## src/rtl/slink_tx_router_pkg.sv

```systemverilog
// rtl/slink_tx_router_pkg.sv - shared state/mode encodings and packet-length helpers for the S-Link TX router
package slink_tx_router_pkg;

  typedef enum logic {
    IDLE  = 1'b0,
    GRANT = 1'b1
  } state_e;

  typedef enum logic {
    ARB_FIXED = 1'b0,
    ARB_RR    = 1'b1
  } arb_mode_e;

  // Wide enough for 16'hFFFF bytes at one byte per beat.
  localparam int unsigned BEAT_CNT_W = 17;

  // Data IDs at or below the threshold carry no payload beyond the header beat.
  function automatic logic is_short_pkt(input logic [7:0] data_id,
                                        input logic [7:0] short_max_id);
    return (data_id <= short_max_id);
  endfunction

  // Rounds the byte count up to whole beats; 17-bit sum keeps 16'hFFFF from wrapping.
  function automatic logic [BEAT_CNT_W-1:0] beat_count(input logic [15:0]   word_count,
                                                       input int unsigned   bpb_log2);
    logic [BEAT_CNT_W-1:0] round_up;
    logic [BEAT_CNT_W-1:0] beats;
    round_up = (17'd1 << bpb_log2) - 17'd1;
    beats    = ({1'b0, word_count} + round_up) >> bpb_log2;
    return (beats == '0) ? 17'd1 : beats;
  endfunction

  // Beats the grant must stay locked for.
  function automatic logic [BEAT_CNT_W-1:0] pkt_beats(input logic [7:0]  data_id,
                                                      input logic [15:0] word_count,
                                                      input logic [7:0]  short_max_id,
                                                      input int unsigned bpb_log2);
    if (is_short_pkt(data_id, short_max_id)) begin
      return 17'd1;
    end
    return beat_count(word_count, bpb_log2);
  endfunction

endpackage

```

## src/rtl/slink_demet_reset.sv

```systemverilog
// rtl/slink_demet_reset.sv - two-flop synchronizer with asynchronous active-high reset
module slink_demet_reset (
  input  logic clk,
  input  logic reset,
  input  logic sig_i,
  output logic sig_o
);

  logic ff1_q;
  logic ff2_q;

  // Two-stage resynchronization of an asynchronous level.
  always_ff @(posedge clk or posedge reset) begin
    if (reset) begin
      ff1_q <= 1'b0;
      ff2_q <= 1'b0;
    end else begin
      ff1_q <= sig_i;
      ff2_q <= ff1_q;
    end
  end

  assign sig_o = ff2_q;

endmodule

```

## src/rtl/slink_rr_arbiter.sv

```systemverilog
// rtl/slink_rr_arbiter.sv - combinational fixed-priority / round-robin request picker
module slink_rr_arbiter
  import slink_tx_router_pkg::*;
#(
  parameter  int unsigned NUM_REQ = 8,
  localparam int unsigned IDX_W   = $clog2(NUM_REQ)
) (
  input  logic [NUM_REQ-1:0] req_i,
  input  logic [IDX_W-1:0]   rr_ptr_i,
  input  logic               mode_i,
  output logic [IDX_W-1:0]   winner_o,
  output logic               valid_o
);

  logic [IDX_W:0]   cand_w;
  logic [IDX_W-1:0] cand;

  // Scan candidates starting at 0 (fixed) or at rr_ptr (round-robin); first hit wins.
  always_comb begin
    winner_o = '0;
    valid_o  = 1'b0;
    cand_w   = '0;
    cand     = '0;
    for (int i = 0; i < int'(NUM_REQ); i++) begin
      if (mode_i == ARB_RR) begin
        cand_w = {1'b0, rr_ptr_i} + (IDX_W+1)'(i);
      end else begin
        cand_w = (IDX_W+1)'(i);
      end
      if (cand_w >= (IDX_W+1)'(NUM_REQ)) begin
        cand_w = cand_w - (IDX_W+1)'(NUM_REQ);
      end
      cand = cand_w[IDX_W-1:0];
      if (!valid_o && req_i[cand]) begin
        valid_o  = 1'b1;
        winner_o = cand;
      end
    end
  end

endmodule

```

## src/rtl/slink_tx_rr_router.sv

```systemverilog
// rtl/slink_tx_rr_router.sv - S-Link TX application router, packet-locked arbitration (stats: SLINK_TX_RR_ROUTER_STATS_EN)
module slink_tx_rr_router
  import slink_tx_router_pkg::*;
#(
  parameter  int unsigned NUM_CHANNELS      = 8,
  parameter  int unsigned TX_APP_DATA_WIDTH = 64,
  parameter  logic [7:0]  SHORT_PKT_MAX_ID  = 8'h2F,
  localparam int unsigned CH_W              = $clog2(NUM_CHANNELS)
) (
  input  logic                                  clk,
  input  logic                                  reset,
  input  logic                                  enable,
  input  logic                                  arb_mode,
  input  logic [NUM_CHANNELS-1:0]               ch_enable_mask,
  input  logic [NUM_CHANNELS-1:0]               tx_sop_ch,
  input  logic [NUM_CHANNELS*8-1:0]             tx_data_id_ch,
  input  logic [NUM_CHANNELS*16-1:0]            tx_word_count_ch,
  input  logic [NUM_CHANNELS*TX_APP_DATA_WIDTH-1:0] tx_app_data_ch,
  output logic [NUM_CHANNELS-1:0]               tx_advance_ch,
  output logic                                  tx_sop,
  output logic [7:0]                            tx_data_id,
  output logic [15:0]                           tx_word_count,
  output logic [TX_APP_DATA_WIDTH-1:0]          tx_app_data,
  input  logic                                  tx_advance,
  output logic [CH_W-1:0]                       grant_ch,
  output logic                                  busy,
  output logic                                  err_abort,
  input  logic                                  err_clear
`ifdef SLINK_TX_RR_ROUTER_STATS_EN
  ,
  input  logic                                  stats_clear,
  output logic [NUM_CHANNELS*16-1:0]            pkt_count_ch
`endif
);

  localparam int unsigned BPB_LOG2 = $clog2(TX_APP_DATA_WIDTH / 8);

  logic [7:0]                   id_arr   [NUM_CHANNELS];
  logic [15:0]                  wc_arr   [NUM_CHANNELS];
  logic [TX_APP_DATA_WIDTH-1:0] data_arr [NUM_CHANNELS];

  for (genvar g = 0; g < NUM_CHANNELS; g++) begin : g_unpack
    assign id_arr[g]   = tx_data_id_ch[g*8 +: 8];
    assign wc_arr[g]   = tx_word_count_ch[g*16 +: 16];
    assign data_arr[g] = tx_app_data_ch[g*TX_APP_DATA_WIDTH +: TX_APP_DATA_WIDTH];
  end

  state_e                  state_q, state_d;
  logic [CH_W-1:0]         grant_q, grant_d;
  logic [CH_W-1:0]         rr_ptr_q, rr_ptr_d;
  logic [BEAT_CNT_W-1:0]   beats_q, beats_d;
  logic                    err_q, err_d;
  logic                    pkt_done;
  logic                    enable_ff2;
  logic [NUM_CHANNELS-1:0] req;
  logic [CH_W-1:0]         arb_winner;
  logic                    arb_valid;
  logic [CH_W-1:0]         rr_next;

  slink_demet_reset u_enable_sync (
    .clk   (clk),
    .reset (reset),
    .sig_i (enable),
    .sig_o (enable_ff2)
  );

  assign req = tx_sop_ch & ch_enable_mask & {NUM_CHANNELS{enable_ff2}};

  slink_rr_arbiter #(
    .NUM_REQ (NUM_CHANNELS)
  ) u_arbiter (
    .req_i    (req),
    .rr_ptr_i (rr_ptr_q),
    .mode_i   (arb_mode),
    .winner_o (arb_winner),
    .valid_o  (arb_valid)
  );

  assign rr_next = (grant_q == CH_W'(NUM_CHANNELS - 1)) ? '0 : grant_q + 1'b1;

  // Data path always shows the granted channel, even while idle.
  assign tx_data_id    = id_arr[grant_q];
  assign tx_word_count = wc_arr[grant_q];
  assign tx_app_data   = data_arr[grant_q];
  assign grant_ch      = grant_q;
  assign busy          = (state_q == GRANT);
  assign err_abort     = err_q;

  // Arbitrate in IDLE; in GRANT count beats down and detect dropped requests.
  always_comb begin
    state_d       = state_q;
    grant_d       = grant_q;
    rr_ptr_d      = rr_ptr_q;
    beats_d       = beats_q;
    err_d         = err_q;
    tx_sop        = 1'b0;
    tx_advance_ch = '0;
    pkt_done      = 1'b0;
    if (err_clear) begin
      err_d = 1'b0;
    end
    case (state_q)
      IDLE: begin
        if (arb_valid) begin
          grant_d = arb_winner;
          beats_d = pkt_beats(id_arr[arb_winner], wc_arr[arb_winner],
                              SHORT_PKT_MAX_ID, BPB_LOG2);
          state_d = GRANT;
        end
      end
      GRANT: begin
        tx_sop                 = tx_sop_ch[grant_q];
        tx_advance_ch[grant_q] = tx_advance;
        if (!tx_sop_ch[grant_q]) begin
          // Source gave up mid-packet: flag it and move on as if it had finished.
          err_d    = 1'b1;
          rr_ptr_d = rr_next;
          state_d  = IDLE;
        end else if (tx_advance) begin
          if (beats_q == 17'd1) begin
            pkt_done = 1'b1;
            rr_ptr_d = rr_next;
            state_d  = IDLE;
          end else begin
            beats_d = beats_q - 17'd1;
          end
        end
      end
      default: state_d = IDLE;
    endcase
  end

  // State and grant registers; reset drops any packet in flight.
  always_ff @(posedge clk or posedge reset) begin
    if (reset) begin
      state_q  <= IDLE;
      grant_q  <= '0;
      rr_ptr_q <= '0;
      beats_q  <= '0;
      err_q    <= 1'b0;
    end else begin
      state_q  <= state_d;
      grant_q  <= grant_d;
      rr_ptr_q <= rr_ptr_d;
      beats_q  <= beats_d;
      err_q    <= err_d;
    end
  end

`ifdef SLINK_TX_RR_ROUTER_STATS_EN
  logic [15:0] pkt_cnt_q [NUM_CHANNELS];

  // Per-channel completed-packet counters; clear beats increment.
  always_ff @(posedge clk or posedge reset) begin
    if (reset) begin
      for (int i = 0; i < int'(NUM_CHANNELS); i++) pkt_cnt_q[i] <= '0;
    end else if (stats_clear) begin
      for (int i = 0; i < int'(NUM_CHANNELS); i++) pkt_cnt_q[i] <= '0;
    end else if (pkt_done) begin
      pkt_cnt_q[grant_q] <= pkt_cnt_q[grant_q] + 16'd1;
    end
  end

  for (genvar g = 0; g < NUM_CHANNELS; g++) begin : g_stats
    assign pkt_count_ch[g*16 +: 16] = pkt_cnt_q[g];
  end
`endif

endmodule

```

## config.mk

```make
export PLATFORM = sky130hd
export DESIGN_NAME = slink_tx_rr_router
export DESIGN_NICKNAME = d
export VERILOG_FILES = /design/src/rtl/slink_tx_router_pkg.sv /design/src/rtl/slink_demet_reset.sv /design/src/rtl/slink_rr_arbiter.sv /design/src/rtl/slink_tx_rr_router.sv
export SDC_FILE = /design/constraint.sdc
export NUM_CORES = 1
export LEC_CHECK = 0
export CAP_MARGIN = 20
export CORE_AREA = 2 2 320 322
export DETAILED_ROUTE_END_ITERATION = 16
export DIE_AREA = 0 0 322 324
export PLACE_DENSITY = 0.34
export SYNTH_ARGS = -nofsm -noshare
export SYNTH_HDL_FRONTEND = slang
export SYNTH_SLANG_ARGS = --single-unit
```

## constraint.sdc

```tcl
create_clock -name clk -period 7.06 [get_ports clk]
set_input_delay 1.412 -clock clk [delete_from_list [all_inputs] [get_ports clk]]
set_output_delay 1.412 -clock clk [all_outputs]
set_load 0.005 [all_outputs]
```

==> impl_metrics.py, run 1 <==
metrics = {
    "route": {
        "ant_nets": 0,
        "vias": 11309,
        "routed_wl_um": 79100,
        "wire_per_inst_um": 27.3,
        "vias_per_cell": 3.90,
        "drtIter0Drc": 548,
        "drc": 0,
        "dr.pass1.iters": 5,
    },
    "grt": {
        "grt_pass1_vias": 12276,
        "grt_use_total": 0.143,
        "grt_start_max_net_pins": 72,
        "grt_pass1_wl_um": 103000,
        "grt.overflow.total": 0,
        "antenna_found_initial": 60,
    },
    "cts": {
        "cts.sink_count": 27,
        "hold_buffers": 0,
        "root_buffer": "clkbuf_16",
        "cts_buffers": 3,
        "clockBufferDepth": 2,
        "cts_tree": "done",
        "clock_latency_ps": 280,
        "cts_resized": 0,
        "cts.htree.levels": 1,
        "clk_pin_slew_ps": 90,
        "cts_setup_buffers": 0,
    },
    "synth": {
        "synth_edf_count": 0,
        "syn_area_per_cell_um2": 11.6,
        "synth_cell_types": 89,
        "yosys_warnings": 0,
        "synth_area_um2": 9210,
        "synthCells": 792,
        "synthArstFlopShare": 1.00,
        "syn-num-nets": 1524,
        "synthFlopType": "dfrtp_1",
        "synth-seq-cells": 27,
        "seq_area_frac_synth": 0.0734,
    },
    "worst_setup_path": {
        "critPathRequiredTime_ps": 7230,
        "critPathSlowestCell": "clkdlybuf4s50_1",
        "end_kind": "flip-flop",
        "cp_num_buf_inv": 2,
        "startpoint_type": "input port",
        "arrival_ps": 6190,
        "crit_family": "compound AO/OA/AOI/OAI gates",
        "path_cells": "clkdlybuf4s50_1 > buf_4 > o21a_2 > o22ai_1 > o21ai_0 > nand2_1 > a311o_1 > o21ai_2 > and2_4 > mux4_2 > or2_4 > nor3_4 > and4b_4 > xnor2_1 > a211o_1",
        "critical_path_class": "in2reg",
        "max_stage_delay_ps": 650,
        "cp_max_fo": 14,
    },
    "placed_design": {
        "place.gp.congestion": 0.864,
        "portBuffers": 827,
        "dpl.hpwl_um": 71000,
        "dp_slack_ps": 769,
    },
    "sta": {
        "slew_headroom": 0.336,
        "hold_violations": 0,
        "clock.fmax_ghz": 0.166,
        "worst_pin_slew_ps": 990,
        "fin_ws_ps": 1040,
        "rsz0062_at_grt": "no",
        "finalCriticalPeriod_ps": 6020,
        "finalCritPeriodShare": 0.852,
        "finalMaxSlewViolations": 0,
        "tns_ps": 0,
        "clock_skew_ps": 7.49,
        "hold_slack_ps": 378,
        "setup-violations-final": 0,
    },
    "finish": {
        "num-fill-cells": 11087,
        "final_common_cell": "clkdlybuf4s50_1",
        "final_layout_size_suffix_gt1_frac": 0.221,
        "nNetsFinal": 2302,
        "syn_to_final_growth_pct": 108,
        "mostFrequentLayoutCells": "827 x clkdlybuf4s50_1, 188 x mux4_2, 94 x mux2_2",
    },
    "pwr": {
        "total_leakage_power_nw": 6.32,
        "vdd_ir_drop_max_mv": 0.153,
        "total_power_w": 0.00674,
        "pwr_density_cell_nw_per_um2": 353,
    },
    "run": {
        "maxCapViolCount": 0,
    },
    "floorplan": {
        "dieArea_um2": 104000,
        "core_um2": 101000,
        "start_util": 0.0911,
        "die_width_um": 322,
        "fp.dieH_um": 324,
        "rows": 117,
        "io_pins": 828,
    },
    "hold_path": {
        "hold_path_class": "reg2reg",
    },
    "outcome": {
        "status": "finished clean",
    },
}
final cells by class:
type | instances | area [µm²] | area share
Timing Repair Buffer | 850 | 8500 | 0.445
Inverter | 15 | 56.3 | 0.00295
Multi-Input combinational cell | 673 | 8090 | 0.424
Sequential cell | 27 | 687 | 0.0360
Clock buffer | 3 | 75.1 | 0.00393
Clock inverter | 1 | 8.76 | 0.000458
Tap cell | 1309 | 1640 | 0.0857
Antenna cell | 20 | 50.0 | 0.00262
stage by stage:
step                      utilization  area (µm²)  instances
after floorplan                     -        9210        792
after global placement          0.188       19000       2873
after detailed placement        0.188       19000       2874
after CTS                       0.189       19100       2878
after global routing            0.189       19100       2890
final                           0.189       19100       2898
cells by family after synthesis:
| kind of cell | share of synthesized area |
|---|---|
| multiplexers | 0.645 |
| AND/OR/NAND/NOR | 0.112 |
| AO/OA/AOI/OAI | 0.0979 |
| buffers and inverters | 0.0480 |
| flip-flops | 0.0734 |
| XOR/XNOR | 0.0152 |
| adder cells (fa/ha/maj) | 0.00815 |
synth_stat cells, types with 3 or more instances:
cell | number | area (µm²)
mux2i_1 | 55 | 551
dfrtp_1 | 27 | 676
o221ai_1 | 6 | 52.6
or3_1 | 6 | 37.5
xnor2_1 | 11 | 96.3
nor2b_1 | 5 | 31.3
nor2_1 | 24 | 90.1
buf_1 | 21 | 78.8
nand3b_1 | 9 | 67.6
xor2_1 | 5 | 43.8
nor4_1 | 5 | 31.3
inv_1 | 14 | 52.6
buf_6 | 5 | 56.3
ha_1 | 6 | 75.1
nand3_1 | 26 | 130
a211o_1 | 5 | 43.8
nor3_1 | 23 | 115
o21ai_1 | 4 | 20.0
or4_1 | 3 | 22.5
o21a_1 | 4 | 30.0
a22oi_1 | 3 | 22.5
o22ai_1 | 4 | 25.0
mux2_2 | 94 | 1060
nand2_1 | 43 | 161
mux4_2 | 188 | 4230
a2111oi_0 | 3 | 26.3
o31ai_1 | 4 | 30.0
o21ai_0 | 22 | 110
nand4_1 | 6 | 37.5
buf_2 | 7 | 35.0
a21o_1 | 6 | 45.0
a32oi_1 | 3 | 26.3
clkbuf_1 | 38 | 143
and2_1 | 10 | 62.6
a21oi_1 | 17 | 85.1
a211oi_1 | 11 | 82.6
per-layer routing:
metal | share of wire | routed length [µm] | GRT usage | up-vias
met5 | 0.0021 | 169 | 0 | -
met3 | 0.097 | 7700 | 0.0549 | 116
li1 | - | - | - | 4944
met2 | 0.51 | 40000 | 0.255 | 622
met4 | 0.019 | 1520 | 0.0322 | 26
met1 | 0.38 | 29700 | 0.161 | 5601
worst reg2reg max path, stage by stage, from the launching register on:
cell and delay, ps:
dfrtp_1 670, inv_1 100, ha_1 470, o21ai_1 160
a32o_1 340, or3b_4 440, a22oi_1 270, mux2i_1 110
a31o_2 260, o21ai_2 550, buf_4 320, mux4_2 350
or2_4 280, nor3_4 220, and4b_4 290, xnor2_1 80
a211o_1 290
worst paths after layout:
path / from / end / slack (ps) / depth (start not counted)
max reg2reg: rr_ptr_q[1]$_DFFE_PP0P_ / beats_q[10]$_DFFE_PP0P_ / 1750 / 16
max: arb_mode / beats_q[10]$_DFFE_PP0P_ / 1040 / 15
min in group asynchronous: reset / err_abort$_DFF_PP0_ / 1520 / 3
min: u_enable_sync.ff1_q$_DFF_PP0_ / u_enable_sync.sig_o$_DFF_PP0_ / 380 / 0
min reg2reg: u_enable_sync.ff1_q$_DFF_PP0_ / u_enable_sync.sig_o$_DFF_PP0_ / 380 / 0
max in group asynchronous: reset / grant_ch[0]$_DFFE_PP0P_ / 5200 / 3
sequential cells by signal, indices dropped and copies added (netlist names):
signal               count
busy                     1
u_enable_sync.ff1_q      1
u_enable_sync.sig_o      1
err_abort                1
beats_q                 17
rr_ptr_q                 3
grant_ch                 3
power by group:
group          total (W)  leakage (nW)  switching (W)  internal [W]
registers       0.000451         0.333       0.000229      0.000222
clock network   0.000147        0.0416      0.0000682     0.0000789
logic            0.00614          5.95        0.00276       0.00338
(Power assumes the default switching activity.)
==> run 2: changes to the inputs <==
--- a/config.mk
+++ b/config.mk
@@ -10,6 +10,7 @@
 export DETAILED_ROUTE_END_ITERATION = 16
 export DIE_AREA = 0 0 322 324
 export PLACE_DENSITY = 0.34
+export REMOVE_ABC_BUFFERS = 1
 export SYNTH_ARGS = -nofsm -noshare
 export SYNTH_HDL_FRONTEND = slang
 export SYNTH_SLANG_ARGS = --single-unit
==> impl_metrics.py, run 2 (synthesis gave the netlist of run 1 again) <==
metrics = {
    "outcome": {
        "status": "finished clean",
    },
    "worst_setup_path": {
        "end_kind": "flip-flop",
        "startpoint_type": "input port",
        "critPathRequiredTime_ps": 7220,
        "critical_path_class": "in2reg",
        "r2r-start": "rr_ptr_q[1]$_DFFE_PP0P_",
        "arrival_ps": 6170,
        "crit_start": "arb_mode",
        "worst_r2r_path_depth": 15,
        "cp_max_fo": 16,
    },
    "pwr": {
        "total_leakage_power_nw": 6.30,
        "total_power_w": 0.00670,
        "vdd_ir_drop_max_mv": 0.205,
        "pwr_density_cell_nw_per_um2": 351,
    },
    "sta": {
        "finalCriticalPeriod_ps": 6020,
        "finalMaxSlewViolations": 0,
        "rsz0062_at_grt": "no",
        "hold_violations": 0,
        "worst_pin_slew_ps": 963,
        "clock_skew_ps": 2.86,
        "setup-violations-final": 0,
        "slew_headroom": 0.356,
        "hold_slack_ps": 366,
        "clock.fmax_ghz": 0.166,
        "finalCritPeriodShare": 0.852,
    },
    "cts": {
        "cts.sink_count": 27,
        "cts.htree.levels": 1,
        "clk_pin_slew_ps": 70,
        "cts_tree": "done",
        "cts_resized": 0,
        "clockBufferDepth": 2,
        "cts_setup_buffers": 0,
        "root_buffer": "clkbuf_16",
        "clock_latency_ps": 270,
        "hold_buffers": 0,
        "cts_buffers": 3,
    },
    "finish": {
        "final_common_cell": "clkdlybuf4s50_1",
        "mostFrequentLayoutCells": "827 x clkdlybuf4s50_1, 188 x mux4_2, 94 x mux2_2",
        "final_layout_size_suffix_gt1_frac": 0.219,
        "largest-register": "beats_q",
        "largest_register_ffs": 17,
        "num-fill-cells": 11058,
        "final_util": 0.189,
        "multi_input_area_um2": 8100,
        "nNetsFinal": 2299,
        "register_area_um2": 687,
        "fin_area_um2": 19100,
        "syn_to_final_growth_pct": 107,
    },
    "grt": {
        "grt_util_met2": 0.248,
        "top_usage_layer": "met2",
        "grtUsageMet1": 0.149,
        "antenna_found_initial": 36,
        "grt_use_total": 0.131,
        "grt_pass1_vias": 12298,
        "grt.overflow.total": 0,
        "grt_pass1_wl_um": 97800,
        "use_met3": 0.0344,
        "grt_start_max_net_pins": 88,
    },
    "hold_path": {
        "hold_start": "u_enable_sync.ff1_q$_DFF_PP0_",
        "worstHoldPathCells": 0,
        "hold_path_class": "reg2reg",
    },
    "placed_design": {
        "placed_area_um2": 18900,
        "portBuffers": 827,
        "place.gp.congestion": 0.843,
        "dpl.hpwl_um": 64400,
    },
    "route": {
        "ant_nets": 0,
        "routed_wl_um": 73000,
        "vias": 11209,
        "drc": 0,
        "drtIter0Drc": 636,
        "wire_per_inst_um": 25.3,
        "vias_per_cell": 3.88,
        "dr.pass1.iters": 5,
    },
    "floorplan": {
        "core_um2": 101000,
        "io_pins": 828,
        "rows": 117,
        "die_width_um": 322,
        "fp.dieH_um": 324,
        "start_util": 0.0911,
        "dieArea_um2": 104000,
    },
    "run": {
        "maxCapViolCount": 0,
    },
}
-- run 2: cell types whose count changed in the layout (fill, tap and decap cells not counted), sizes merged --
cell | before | now
clkbuf | 3 | 4
buf | 23 | 20
diode | 20 | 13
inv | 16 | 15
-- run 2: cell type report --
| type | instances | share of cell area |
|---|---|---|
| Timing Repair Buffer | 847 | 0.444 |
| Multi-Input combinational cell | 673 | 0.425 |
| Tap cell | 1309 | 0.0859 |
| Sequential cell | 27 | 0.0360 |
| Clock buffer | 4 | 0.00414 |
| Inverter | 15 | 0.00295 |
| Antenna cell | 13 | 0.00171 |
-- run 2: worst max-delay path, cell delays in order --
cell	delay, ps
clkdlybuf4s50_1	590
buf_4	230
o21a_2	200
o22ai_1	130
o21ai_1	440
o211ai_2	260
nor3_2	350
a22o_2	570
buf_4	280
mux2i_1	90
mux4_2	540
nor2_1	130
and3_4	260
and4b_4	280
xnor2_1	80
a211o_1	300
-- run 2: path summary, 6_finish.rpt --
path / end / slack, ps
worst max-delay path: beats_q[10]$_DFFE_PP0P_ / 1040
worst min-delay path: u_enable_sync.sig_o$_DFF_PP0_ / 370
worst max register to register: beats_q[10]$_DFFE_PP0P_ / 1570
worst min register to register: u_enable_sync.sig_o$_DFF_PP0_ / 370
max in group asynchronous: grant_ch[2]$_DFFE_PP0P_ / 5200
min in group asynchronous: err_abort$_DFF_PP0_ / 1530
-- run 2: per-layer routing --
layer | vias to the layer above | wire, µm
met1 | 5664 | 27800
li1 | 4919 | -
met5 | - | 91
met2 | 542 | 39100
met4 | 16 | 877
met3 | 68 | 5140
-- run 2: power by group --
part           total [W]  internal (W)  switching (W)  leakage [nW]
registers       0.000431      0.000223       0.000208         0.333
clock network   0.000136     0.0000776      0.0000585        0.0382
logic            0.00613       0.00337        0.00276          5.93
total            0.00670       0.00367        0.00302          6.30
-- run 2: metrics by stage --
step,setup WS [ps],cells,TNS (ps)
4_1_cts,1130,2875,0
6_report,1040,2888,0
3_3_place_gp,1020,2871,0
2_1_floorplan,-2030,715,-222990
5_1_grt,806,2885,0
3_5_place_dp,853,2871,0
